<file path="config.mk">
export PLATFORM = sky130hd
export DESIGN_NAME = intpol2_sq_gen_flat
export DESIGN_NICKNAME = d
export VERILOG_FILES = /design/src/rtl/intpol2_sq_gen_if.sv /design/src/rtl/intpol2_sq_gen.sv /design/src/flat_wrapper.sv
export SDC_FILE = /design/constraint.sdc
export NUM_CORES = 1
export LEC_CHECK = 0
export ABC_AREA = 1
export CAP_MARGIN = 10
export CORE_MARGIN = 1
export CORE_UTILIZATION = 50
export DETAILED_ROUTE_END_ITERATION = 8
export DONT_BUFFER_PORTS = 1
export GPL_ROUTABILITY_DRIVEN = 0
export PLACE_DENSITY = 0.69
export SLEW_MARGIN = 20
export SYNTH_ARGS = -nofsm -noshare
export SYNTH_HDL_FRONTEND = slang
export SYNTH_SLANG_ARGS = --single-unit
</file>
<file path="constraint.sdc">
create_clock -name clk -period 6.33 [get_ports clk]
set_clock_uncertainty 0.15 [all_clocks]
set_input_delay 1.266 -clock clk [delete_from_list [all_inputs] [get_ports clk]]
set_output_delay 1.266 -clock clk [all_outputs]
set_load 0.05 [all_outputs]
</file>
<file path="src/rtl/intpol2_sq_gen_if.sv">
`default_nettype none
// +--------------------------------------------------------------------------+
// | Module : intpol2_sq_gen_if                                               |
// | Brief  : coefficient-in / sample-out valid-ready bundle for the          |
// |          intpol2 quadratic-term generator                                |
// | Rev    : 1.0                                                             |
// +--------------------------------------------------------------------------+
interface intpol2_sq_gen_if #(
  parameter int DATA_WIDTH = 32
);
  logic                  s_valid;
  logic                  s_ready;
  logic [DATA_WIDTH-1:0] s_c;
  logic                  m_valid;
  logic                  m_ready;
  logic [DATA_WIDTH-1:0] m_data;
  logic                  m_last;

  // master: the generator itself; slave: its upstream/downstream neighbours
  modport master (
    input  s_valid, s_c, m_ready,
    output s_ready, m_valid, m_data, m_last
  );
  modport slave (
    output s_valid, s_c, m_ready,
    input  s_ready, m_valid, m_data, m_last
  );
endinterface
`default_nettype wire

</file>
<file path="src/rtl/intpol2_sq_gen.sv">
`default_nettype none
// +--------------------------------------------------------------------------+
// | Module : intpol2_sq_gen                                                  |
// | Brief  : per coefficient c emits c*k^2, k=1..2**LOG2_L, by second-order  |
// |          difference recursion; optional saturation: INTPOL2_SQ_SAT_EN    |
// | Rev    : 1.0                                                             |
// +--------------------------------------------------------------------------+
module intpol2_sq_gen #(
  parameter int DATA_WIDTH = 32,
  parameter int LOG2_L     = 2
) (
  input  logic              clk,
  input  logic              rstn,
  input  logic              clear,
  output logic              busy,
  intpol2_sq_gen_if.master  bus
);

`ifdef INTPOL2_SQ_SAT_EN
  // Headroom so c*L^2 and the 2*y term never wrap before the clamp.
  localparam int c_IW = DATA_WIDTH + 2*LOG2_L + 2;
`else
  localparam int c_IW = DATA_WIDTH;
`endif
  localparam int              c_KW = LOG2_L + 1;
  localparam logic [c_KW-1:0] c_L  = c_KW'(1 << LOG2_L);

  typedef enum logic [0:0] {
    IDLE = 1'b0,
    RUN  = 1'b1
  } state_t;

  state_t                  state_q;
  logic                    m_valid_q;
  logic                    m_last_q;
  logic [DATA_WIDTH-1:0]   m_data_q;
  logic [DATA_WIDTH-1:0]   m_data_d;
  logic signed [c_IW-1:0]  coef_q;
  logic signed [c_IW-1:0]  y_q;
  logic signed [c_IW-1:0]  yp_q;
  logic signed [c_IW-1:0]  y_d;
  logic signed [c_IW-1:0]  c_in;
  logic signed [c_IW-1:0]  y_sel;
  logic [c_KW-1:0]         k_q;
  logic [c_KW-1:0]         k_d;
  logic                    s_ready_w;
  logic                    accept;
  logic                    m_hs;

  assign m_hs      = m_valid_q & bus.m_ready;
  assign s_ready_w = ((state_q == IDLE) | (m_hs & m_last_q)) & ~clear;
  assign accept    = bus.s_valid & s_ready_w;

  assign c_in  = c_IW'($signed(bus.s_c));
  assign k_d   = k_q + c_KW'(1);
  assign y_d   = (k_d == c_KW'(2)) ? (coef_q <<< 2)
                                   : ((y_q <<< 1) - yp_q + (coef_q <<< 1));
  assign y_sel = accept ? c_in : y_d;

`ifdef INTPOL2_SQ_SAT_EN
  localparam logic signed [c_IW-1:0] c_MAX =
    {{(c_IW-DATA_WIDTH+1){1'b0}}, {(DATA_WIDTH-1){1'b1}}};
  localparam logic signed [c_IW-1:0] c_MIN =
    {{(c_IW-DATA_WIDTH+1){1'b1}}, {(DATA_WIDTH-1){1'b0}}};

  always_comb begin
    m_data_d = y_sel[DATA_WIDTH-1:0];
    if (y_sel > c_MAX) begin
      m_data_d = c_MAX[DATA_WIDTH-1:0];
    end else if (y_sel < c_MIN) begin
      m_data_d = c_MIN[DATA_WIDTH-1:0];
    end
  end
`else
  assign m_data_d = y_sel;
`endif

  always_ff @(posedge clk or negedge rstn) begin
    if (!rstn) begin
      state_q   <= IDLE;
      m_valid_q <= 1'b0;
      m_last_q  <= 1'b0;
      m_data_q  <= '0;
      coef_q    <= '0;
      y_q       <= '0;
      yp_q      <= '0;
      k_q       <= '0;
    end else if (clear) begin
      state_q   <= IDLE;
      m_valid_q <= 1'b0;
      m_last_q  <= 1'b0;
      m_data_q  <= '0;
      coef_q    <= '0;
      y_q       <= '0;
      yp_q      <= '0;
      k_q       <= '0;
    end else if (accept) begin
      // Also covers the accept on the final beat: next burst starts with no bubble.
      state_q   <= RUN;
      m_valid_q <= 1'b1;
      m_last_q  <= 1'b0;
      m_data_q  <= m_data_d;
      coef_q    <= c_in;
      y_q       <= c_in;
      yp_q      <= '0;
      k_q       <= c_KW'(1);
    end else if (m_hs) begin
      if (m_last_q) begin
        state_q   <= IDLE;
        m_valid_q <= 1'b0;
        m_last_q  <= 1'b0;
      end else begin
        m_last_q <= (k_d == c_L);
        m_data_q <= m_data_d;
        k_q      <= k_d;
        y_q      <= y_d;
        yp_q     <= y_q;
      end
    end
  end

  assign bus.s_ready = s_ready_w;
  assign bus.m_valid = m_valid_q;
  assign bus.m_data  = m_data_q;
  assign bus.m_last  = m_last_q;
  assign busy        = (state_q == RUN);

endmodule
`default_nettype wire

</file>
<file path="src/flat_wrapper.sv">
// flat-port wrapper written by rule: the top's interface ports become plain ports
module intpol2_sq_gen_flat 
#(
  parameter int DATA_WIDTH = 32,
  parameter int LOG2_L     = 2
)
  (clk, rstn, clear, busy, bus_s_valid, bus_s_c, bus_m_ready, bus_s_ready, bus_m_valid, bus_m_data, bus_m_last);
  intpol2_sq_gen_if #(.DATA_WIDTH(DATA_WIDTH)) bus_i ();
  input  logic clk;
  input  logic rstn;
  input  logic clear;
  output logic busy;
  input wire logic [$bits(bus_i.s_valid)-1:0] bus_s_valid;
  input wire logic [$bits(bus_i.s_c)-1:0] bus_s_c;
  input wire logic [$bits(bus_i.m_ready)-1:0] bus_m_ready;
  output wire logic [$bits(bus_i.s_ready)-1:0] bus_s_ready;
  output wire logic [$bits(bus_i.m_valid)-1:0] bus_m_valid;
  output wire logic [$bits(bus_i.m_data)-1:0] bus_m_data;
  output wire logic [$bits(bus_i.m_last)-1:0] bus_m_last;
  assign bus_i.s_valid = bus_s_valid;
  assign bus_i.s_c = bus_s_c;
  assign bus_i.m_ready = bus_m_ready;
  assign bus_s_ready = bus_i.s_ready;
  assign bus_m_valid = bus_i.m_valid;
  assign bus_m_data = bus_i.m_data;
  assign bus_m_last = bus_i.m_last;
  intpol2_sq_gen #(.DATA_WIDTH(DATA_WIDTH), .LOG2_L(LOG2_L)) u_core (.clk(clk), .rstn(rstn), .clear(clear), .busy(busy), .bus(bus_i));
endmodule
</file>
==> metrics.txt, run 1 <==
final core utilization=0.539; biggest area consumer among synthesized cells=dfrtp_1; WP data arrival=about 4.5 ns; Synth async-reset ratio=1.00; Post-CTS Setup Inserts=0; fin area=8160 µm²; num ports=73; Filler Cells Inserted=1,493; TritonRoute pass-1 iters=5; cell row count=45; Hold Crit Class=flip-flop to flip-flop; total track usage=0.254; startpoint types=flip-flop; r2r startpoint=u_core.busy; number of buffers added on ports=0; # DRC=0; number of antenna violations at the first check in global routing=0; Post-synth EDFFs=0; Die ar.=about 16,000 µm²; Syn. warnings=0; synthesized instance count=1,150; fmax=~230 MHz; vias in the first global route=6,557; Post-DP Area=7860 µm²; post-CTS resize count=0; Fin Setup TNS=0 ns; Hold Buf Count CTS=0; pin count of the biggest net entering global routing=101; clock transition at the registers of the reported paths=0.07 ns; R2R setup slack=1.95 ns; final setup fails=0; mean post-synth cell area=just under 7 µm²; Die X-Extent=126 µm; run status=finished clean; Peak VDD IR=251 µV; via count=~6,700; ANT cells=0; wire per inst=14.2 µm; share of cells above drive strength 1=0.0394; RSZ-0062 raised after global routing=false; Setup WS pre-CTS=1.78 ns; grt ovf=0; R2R Path End=u_core.bus.m_data[31]; Main synth FF type=dfrtp_1; crit end category=flip-flop; largest cells by area after synthesis=dfrtp_1 32%, nand2_1 18%, inv_1 13%, fa_1 8.0%, ha_1 5.3%; register area=2500 µm²; vias per cell=5.05; cell area after synthesis=7740 µm²; commonest non-fill, non-tap cell in the layout=nand2_1; Slew Limit Fails=0; core area=between 15,000 and 20,000 µm²; Critical Path RT=6.49 ns; Worst Slack Setup Final=1.95 ns; post-synthesis sequential area ratio=0.323; Post-Synth XOR/XNOR Area=0.00679; Netlist cell types=33; Synth top area share=0.323; relative slew slack=0.282; final hold viol count=0; area used by multi-input combinational logic=4020 µm²; first-pass GRT wire length=approximately 32,000 µm; fin crit share=0.691; Max Cap Violations=0; cts bufs inserted=9; Clock Tree Root=clkbuf_16; most frequent cells in the layout=375 x nand2_1, 274 x inv_1, 100 x dfrtp_1; critical path class=flip-flop to flip-flop; Post-Synth Simple-Gate Area=0.268; Register-to-Register Path Depth=15; mux contribution to synthesized area=0; P&R area growth vs syn=5.35%; crit path from=u_core.busy; Starting DRT DRC Count=around 450; worst-margin pin slew=about 1.1 ns; largest family of logic cells by synthesized area=simple AND/OR/NAND/NOR gates; Chip Height=between 100 and 150 µm; Leak Pwr=0.00493 µW; synthesized flop and latch total=100; antenna-violating nets left=0; H-tree Lvls=3; adder-cell share of the synthesized area=0.133; Detailed Route WL=18,800 µm; Setup crit end=u_core.bus.m_data[31]; critical-path maximum fanout=46; Longest Clk Path Bufs=2; Initial Util=0.511; Post-DP HPWL=13,900 µm; Num Clock Sinks=100; Worst Hold Launch=u_core.yp_q[3]; synthesized netlist net count=1,251; Tmin final=4.38 ns; compound-gate portion of the synthesized area=0.110; Skew-Pair Late Insertion Delay=between 0.3 and 0.4 ns; P per Cell Area=496 nW/µm²; CTS tree=yes; final net count=1,237
==> worst max-delay path, stage by stage (launching register included) <==
cell,delay (ns)
dfrtp_1,0.95
nand2_1,0.21
o21ai_1,0.17
inv_1,0.08
nor2_2,0.47
nand2_2,0.06
buf_4,0.29
inv_2,0.49
nor2_2,0.09
nand2_2,0.22
nand2_1,0.37
inv_2,0.46
nand2_1,0.09
nand2_1,0.07
nand2_1,0.05
nand2_1,0.04
==> flip-flops by register name, summed over array words and instances (netlist names) <==
| register | cells |
|---|---|
| u_core.yp_q | 32 |
| u_core.coef_q | 31 |
| u_core.busy | 1 |
| u_core.bus.m_last | 1 |
| u_core.bus.m_data | 32 |
| u_core.k_q | 3 |
==> how the worst min path moves through the flow <==
stage | end | slack, ns | cells past startpoint
after floorplan | u_core.yp_q[1] | 0.34 | 2
after global placement | u_core.yp_q[2] | 0.35 | 2
after detailed placement | u_core.yp_q[3] | 0.37 | 2
after CTS | u_core.yp_q[3] | 0.38 | 2
after global routing | u_core.yp_q[20] | 0.42 | 2
final | u_core.yp_q[3] | 0.38 | 2
==> synthesized netlist by cell type (2+ instances only) <==
cell type  count
o22ai_1       15
a21o_1         4
nand4_1        3
xor2_1         2
inv_2         12
inv_1        274
or2_2          3
ha_1          33
nand3_1       51
xnor2_1        4
nand2_2        2
dfrtp_1      100
buf_1          2
o21ai_0       45
nor2_2         2
a31oi_1        2
o21bai_1       3
nand2_1      375
buf_6          3
buf_2          9
buf_4          3
clkbuf_1      11
nor2_1        79
fa_1          31
a22oi_2        7
a21oi_1       42
a22oi_1       21
nand3b_1       2
nor3_1         6
==> power by group <==
group          total, µW  switching (µW)  leakage, µW  internal [µW]
Sequential          1080             358      0.00135            726
Combinational       2390            1580      0.00343            810
Clock                573             254     0.000150            319
Total               4050            2200      0.00493           1850
==> kinds of logic after synthesis <==
| kind of cell | after synthesis |
|---|---|
| buffers and inverters | 314 |
| AOI/OAI and AO/OA | 141 |
| DFF | 100 |
| xor gates and xnor gates | 6 |
| adders and majority gates | 64 |
| and+or+nand+nor | 525 |
==> cell type report <==
class / instances / area share
inverters: 286 / 0.132
repair buffers: 3 / 0.00276
multi-input cells: 736 / 0.493
clock buffers: 11 / 0.0298
well taps: 188 / 0.0288
flip-flops and latches: 100 / 0.307
clock inverters: 5 / 0.00751
==> stage by stage <==
stage	hold slack [ns]	power (µW)	cells
global route	0.420	4470	1329
global placement	0.353	3430	1313
CTS	0.382	4050	1329
detailed placement	0.366	3460	1313
finish	0.379	4050	1329
floorplan	0.337	2910	1150
==> layer usage <==
layer,routed length (µm),global-route usage
met1,8840,0.344
met3,1030,0.0502
met4,372,0.0829
met5,0,0
met2,8580,0.408
No activity file was read; power rests on OpenSTA's default activity.
==> run 2, diff against run 1 <==
PLACE_DENSITY = 0.72   (was 0.69)
clock period = 3.7 ns   (was 6.33 ns; I/O delays follow)
==> run 2 against run 1 <==
  * Maximum frequency increased by 33%
  * Wire length increased by 1.3%
  * Combinational power is 92% higher
  * Hold slack worse by 0.23 ns
  * Critical path depth up 2
  * Flip-flop and latch count is the same
  * Register-to-register slack got worse by 1.5 ns
  * Power grew 74%
  * Via count up 3.2%
  * Cell area rose by 2.7%
  * Critical path type unchanged
  * Critical endpoint is now u_core.bus.m_data[21]
  * Largest power group unchanged
==> metrics.txt, run 2 (synthesis gave the netlist of run 1 again) <==
Die ar.=16,000 µm²; CTS tree=yes; P per Cell Area=approximately 840 nW/µm²; Filler Cells Inserted=1,459; Hold Crit Class=input port to asynchronous set/reset pin; P&R area growth vs syn=8.24%; wire per inst=14.1 µm; Die X-Extent=about 130 µm; Tmin final=3.28 ns; fin crit share=0.887; Post-DP Area=8070 µm²; Starting DRT DRC Count=435; crit path cell chain=inv_1 -> fa_1 -> inv_1 -> ha_1 -> nand2_1 -> inv_1 -> nand2_1 -> nand2_1 -> nand2_1 -> nand3_1 -> nand2_1 -> nand2_1 -> nand2_1 -> nand2_1 -> o21ai_0 -> nand2_1 -> nand2_1; ANT cells=0; post-CTS resize count=0; most used cell, CP=nand2_1; Worst path max stage delay=between 0.6 and 0.7 ns; first-pass GRT wire length=31,900 µm; crit end category=flip-flop; relative slew slack=0.398; pin count of the biggest net entering global routing=about 100; cell row count=45; Num Clock Sinks=100; final hold viol count=0; run status=finished clean; R2R Path End=u_core.bus.m_data[21]; worst-margin pin slew=0.902 ns; Chip Height=126 µm; fin area=8380 µm²; num ports=73; Critical Path RT=3.85 ns; Fin Setup TNS=0 ns; commonest non-fill, non-tap cell in the layout=nand2_1; total track usage=0.254; H-tree Lvls=3; fmax=~300 MHz; number of buffers added on ports=0; via count=6,925; final net count=1,266; Post-CTS Setup Inserts=0; Leak Pwr=0.00508 µW; critical-path maximum fanout=5; Slew Limit Fails=0; vias in the first global route=around 6,600; r2r startpoint=u_core.bus.m_data[6]; antenna-violating nets left=0; WP data arrival=3.43 ns; RSZ-0062 raised after global routing=false; grt ovf=0; Longest Clk Path Bufs=2; Register-to-Register Path Depth=17; cts bufs inserted=9; startpoint types=flip-flop; clock transition at the registers of the reported paths=0.08 ns; most frequent cells in the layout=375 x nand2_1, 274 x inv_1, 100 x dfrtp_1; final setup fails=0; share of cells above drive strength 1=0.0633; R2R setup slack=0.42 ns; Skew-Pair Late Insertion Delay=0.37 ns; Peak VDD IR=318 µV; Clock Tree Root=clkbuf_16; Detailed Route WL=19,100 µm; critical path class=flip-flop to flip-flop; slowest CP cell=dfrtp_1; Max Cap Violations=0; Post-DP HPWL=14,100 µm; core area=roughly 15,000 µm²; TritonRoute pass-1 iters=5; Initial Util=0.511; vias per cell=~5.1; # DRC=0; number of antenna violations at the first check in global routing=0
[run 2: report_power, final]
group	switching [µW]	internal (µW)	total (µW)	leakage, µW
Combinational	3090	1490	4580	0.00359
Sequential	260	1250	1510	0.00135
Clock	443	522	965	0.000142
Total	3790	3260	7060	0.00508
[run 2: timing repair]
item / CTS / global route
endpoints found under the hold margin: 100 / 0
hold buffers: 1 / 0
endpoints found under the setup margin: 0 / 0
[run 2: critical path, delay by kind of cell, from the launching register on]
| family | cells | cell delay, ns |
|---|---|---|
| buffers and inverters | 3 | 0.27 |
| and+or+nand+nor | 11 | 1.04 |
| DFF | 1 | 0.65 |
| adders and majority gates | 2 | 0.91 |
| AOI/OAI and AO/OA | 1 | 0.21 |
[run 2: stage by stage]
stage | std cells | total power, µW | setup WS [ns] | util | hold WS, ns
global route | 1357 | 7770 | 0.188 | 0.553 | 0.204
detailed placement | 1341 | 6030 | 0.491 | 0.533 | 0.297
global placement | 1341 | 5980 | 0.501 | 0.533 | 0.298
CTS | 1357 | 7050 | 0.473 | 0.553 | 0.180
floorplan | 1150 | 4990 | 0.589 | - | 0.294
finish | 1357 | 7060 | 0.418 | 0.553 | 0.150
[run 2: how the worst max path moves through the flow]
stage / start / end / slack [ns] / cells past startpoint
2_1_floorplan: u_core.bus.m_data[0] / u_core.bus.m_data[31] / 0.59 / 17
3_3_place_gp: u_core.bus.m_data[4] / u_core.bus.m_data[14] / 0.50 / 15
3_5_place_dp: u_core.bus.m_data[6] / u_core.bus.m_data[21] / 0.49 / 17
4_1_cts: u_core.bus.m_data[6] / u_core.bus.m_data[21] / 0.47 / 17
5_1_grt: u_core.bus.m_data[4] / u_core.bus.m_data[22] / 0.19 / 17
6_report: u_core.bus.m_data[6] / u_core.bus.m_data[21] / 0.42 / 17
[run 2: metal layers]
metal  routed length, µm  vias to the layer above  share of wire  global-route usage
li1                    -                     3484              -                   -
met1                8800                     3216           0.46               0.345
met2                8530                      188           0.45               0.400
met3                1210                       37          0.063              0.0447
met4                 533                        0          0.028               0.109
met5                   0                        -              0                   0
[run 2: area by class of cell]
type	instances	area, µm²	share of cell area
clock inverter	6	65.1	0.00776
tap	188	235	0.0281
multi-input combinational	736	4020	0.480
clock buffer	9	225	0.0269
timing repair buffer	32	260	0.0310
inverter	286	1070	0.128
sequential	100	2500	0.299
==> run 3, diff against run 2 <==
CORE_UTILIZATION = 45   (was 50)
CTS_BUF_LIST = sky130_fd_sc_hd__clkbuf_16   (was default)
PLACE_DENSITY = 0.66   (was 0.72)
==> run 3 against run 2 <==
  * Power rose by 0.27%
  * Final cell count increased by 2.7%
  * Non-clock buffer count is 4 higher
  * Cell area is 0.87% higher
  * Clock-buffer cell count is the same
  * Sequential share of layout area fell by 0.26 points
  * Global-route usage is 1.6 points lower
  * Wire length increased by 1.6%
  * Hold slack got worse by 0.0038 ns
  * Clock power barely moved
  * Sequential power decreased by 5%
  * Critical endpoint is now u_core.bus.m_data[30]
==> metrics.txt, run 3 (synthesis gave the netlist of run 1 again) <==
run status=finished clean; switching share of power=0.536; CTS tree=yes; Detailed Route WL=between 15,000 and 20,000 µm; clock transition at the registers of the reported paths=0.07 ns; num ports=73; slowest CP cell=dfrtp_1; pin count of the biggest net entering global routing=101; final net count=1,270; Critical Path RT=3.81 ns; crit end category=flip-flop; Slew Limit Fails=0; ANT cells=0; critical path class=flip-flop to flip-flop; share of cells above drive strength 1=0.0656; vias in the first global route=between 6,000 and 7,000; Chip Height=133 µm; fmax=310 MHz; Die X-Extent=around 130 µm; Num Clock Sinks=100; cts bufs inserted=9; Clock Tree Root=clkbuf_16; commonest non-fill, non-tap cell in the layout=nand2_1; TritonRoute pass-1 iters=6; wire per inst=13.9 µm; grt ovf=0; Tmin final=3.22 ns; most frequent cells in the layout=375 x nand2_1, 276 x inv_1, 100 x dfrtp_1; final setup fails=0; critical-path maximum fanout=4; Setup WS pre-CTS=0.538 ns; P_sw=between 3000 and 4000 µW; Longest Clk Path Bufs=2; via count=6,804; Die ar.=17,700 µm²; P&R area growth vs syn=9.18%; Starting DRT DRC Count=between 400 and 500; startpoint types=flip-flop; first-pass GRT wire length=32,900 µm; crit path cell chain=inv_1 -> fa_1 -> inv_1 -> ha_1 -> nand2_1 -> nor2_1 -> nand2_1 -> nand3_1 -> nand2_1 -> nand2_1 -> nand2_1 -> nand2_1 -> nand2_1 -> nand3_1 -> nand2_1 -> nand2_1 -> nand2_1; Leak Pwr=between 0.005 and 0.006 µW; power share of the sequential group=0.204; H-tree Lvls=3; Fin Setup TNS=0 ns; total track usage=0.238; cell row count=47; WP data arrival=3.34 ns; fin crit share=0.871; Post-CTS Setup Inserts=0; final core utilization=0.506; # DRC=0; relative slew slack=0.405; RSZ-0062 raised after global routing=false; P per Cell Area=around 840 nW/µm²; Worst path max stage delay=0.65 ns; Worst Slack Setup Final=0.476 ns; most used cell, CP=nand2_1; Filler Cells Inserted=1,740; part of the power in the clock network=0.136; Hold Crit Class=input port to asynchronous set/reset pin; Max Cap Violations=0; number of antenna violations at the first check in global routing=0; Skew-Pair Late Insertion Delay=0.37 ns; number of buffers added on ports=0; Post-DP HPWL=14,500 µm; Comb power frac=0.660; worst-margin pin slew=approximately 0.9 ns; vias per cell=4.88; internal power=3280 µW; Peak VDD IR=~460 µV; Initial Util=0.464; final hold viol count=0; core area=around 17,000 µm²; antenna-violating nets left=0
==> run 3: cell count changes in the layout (fill, tap and decap cells not counted) <==
| cell | delta |
|---|---|
| inv_6 | +1 |
| clkinv_4 | -1 |
| buf_4 | +4 |
| inv_1 | +2 |
| clkinv_2 | -1 |
==> run 3: path summary, 6_finish.rpt <==
path / from / end / slack, ns / depth (start not counted)
min reg2reg: u_core.yp_q[3] / u_core.yp_q[3] / 0.37 / 2
min: rstn / u_core.coef_q[7] / 0.15 / 1
max reg2reg: u_core.bus.m_data[4] / u_core.bus.m_data[30] / 0.48 / 17
min in group clk: clear / u_core.busy / 0.28 / 1
max in group asynchronous: rstn / u_core.bus.m_data[21] / 2.83 / 1
max: u_core.bus.m_data[4] / u_core.bus.m_data[30] / 0.48 / 17
==> run 3: worst max-delay path: cells and delay by family, from the launching register on <==
| kind | cells | cell delay [ns] |
|---|---|---|
| flip-flops | 1 | 0.65 |
| adder cells (fa/ha/maj) | 2 | 0.89 |
| AND/OR/NAND/NOR | 13 | 1.23 |
| buffers and inverters | 2 | 0.19 |
==> run 3: metrics by stage <==
stage	std cells	total power [µW]	hold WS [ns]	instance area [µm²]
6_report	1394	7080	0.146	8460
5_1_grt	1394	7860	0.193	8460
4_1_cts	1394	7090	0.183	8460
3_5_place_dp	1377	6060	0.298	8140
3_3_place_gp	1377	6020	0.300	8140
2_1_floorplan	1150	4990	0.294	7740
==> run 3: timing repair <==
action | in CTS | in global routing
hold buffers | 1 | 0
hold endpoints to repair | 100 | 0
setup endpoints to repair | 0 | 0
gates resized for setup | 0 | 0
==> run 3: layout make-up <==
class | count | area, µm² | area share
clock buffer | 9 | 225 | 0.0266
clock inverter | 7 | 67.6 | 0.00799
inverter | 286 | 1070 | 0.127
multi-input combinational | 736 | 4020 | 0.476
sequential | 100 | 2500 | 0.296
tap | 220 | 275 | 0.0326
timing repair buffer | 36 | 290 | 0.0343
==> run 3: power by group through the flow <==
stage	Sequential, µW	Clock, µW	Combinational (µW)
finish	1440	962	4670
detailed placement	1460	0	4600
global placement	1460	0	4560
global route	1460	1030	5370
floorplan	1820	0	3160
CTS	1440	987	4660
==> run 3: per-layer routing <==
metal / track usage / part of all wire / vias to the layer above
met4: 0.0814 / 0.022 / 0
met1: 0.323 / 0.48 / 3126
met5: 0 / 0 / -
li1: - / - / 3496
met3: 0.0540 / 0.054 / 27
met2: 0.373 / 0.45 / 155
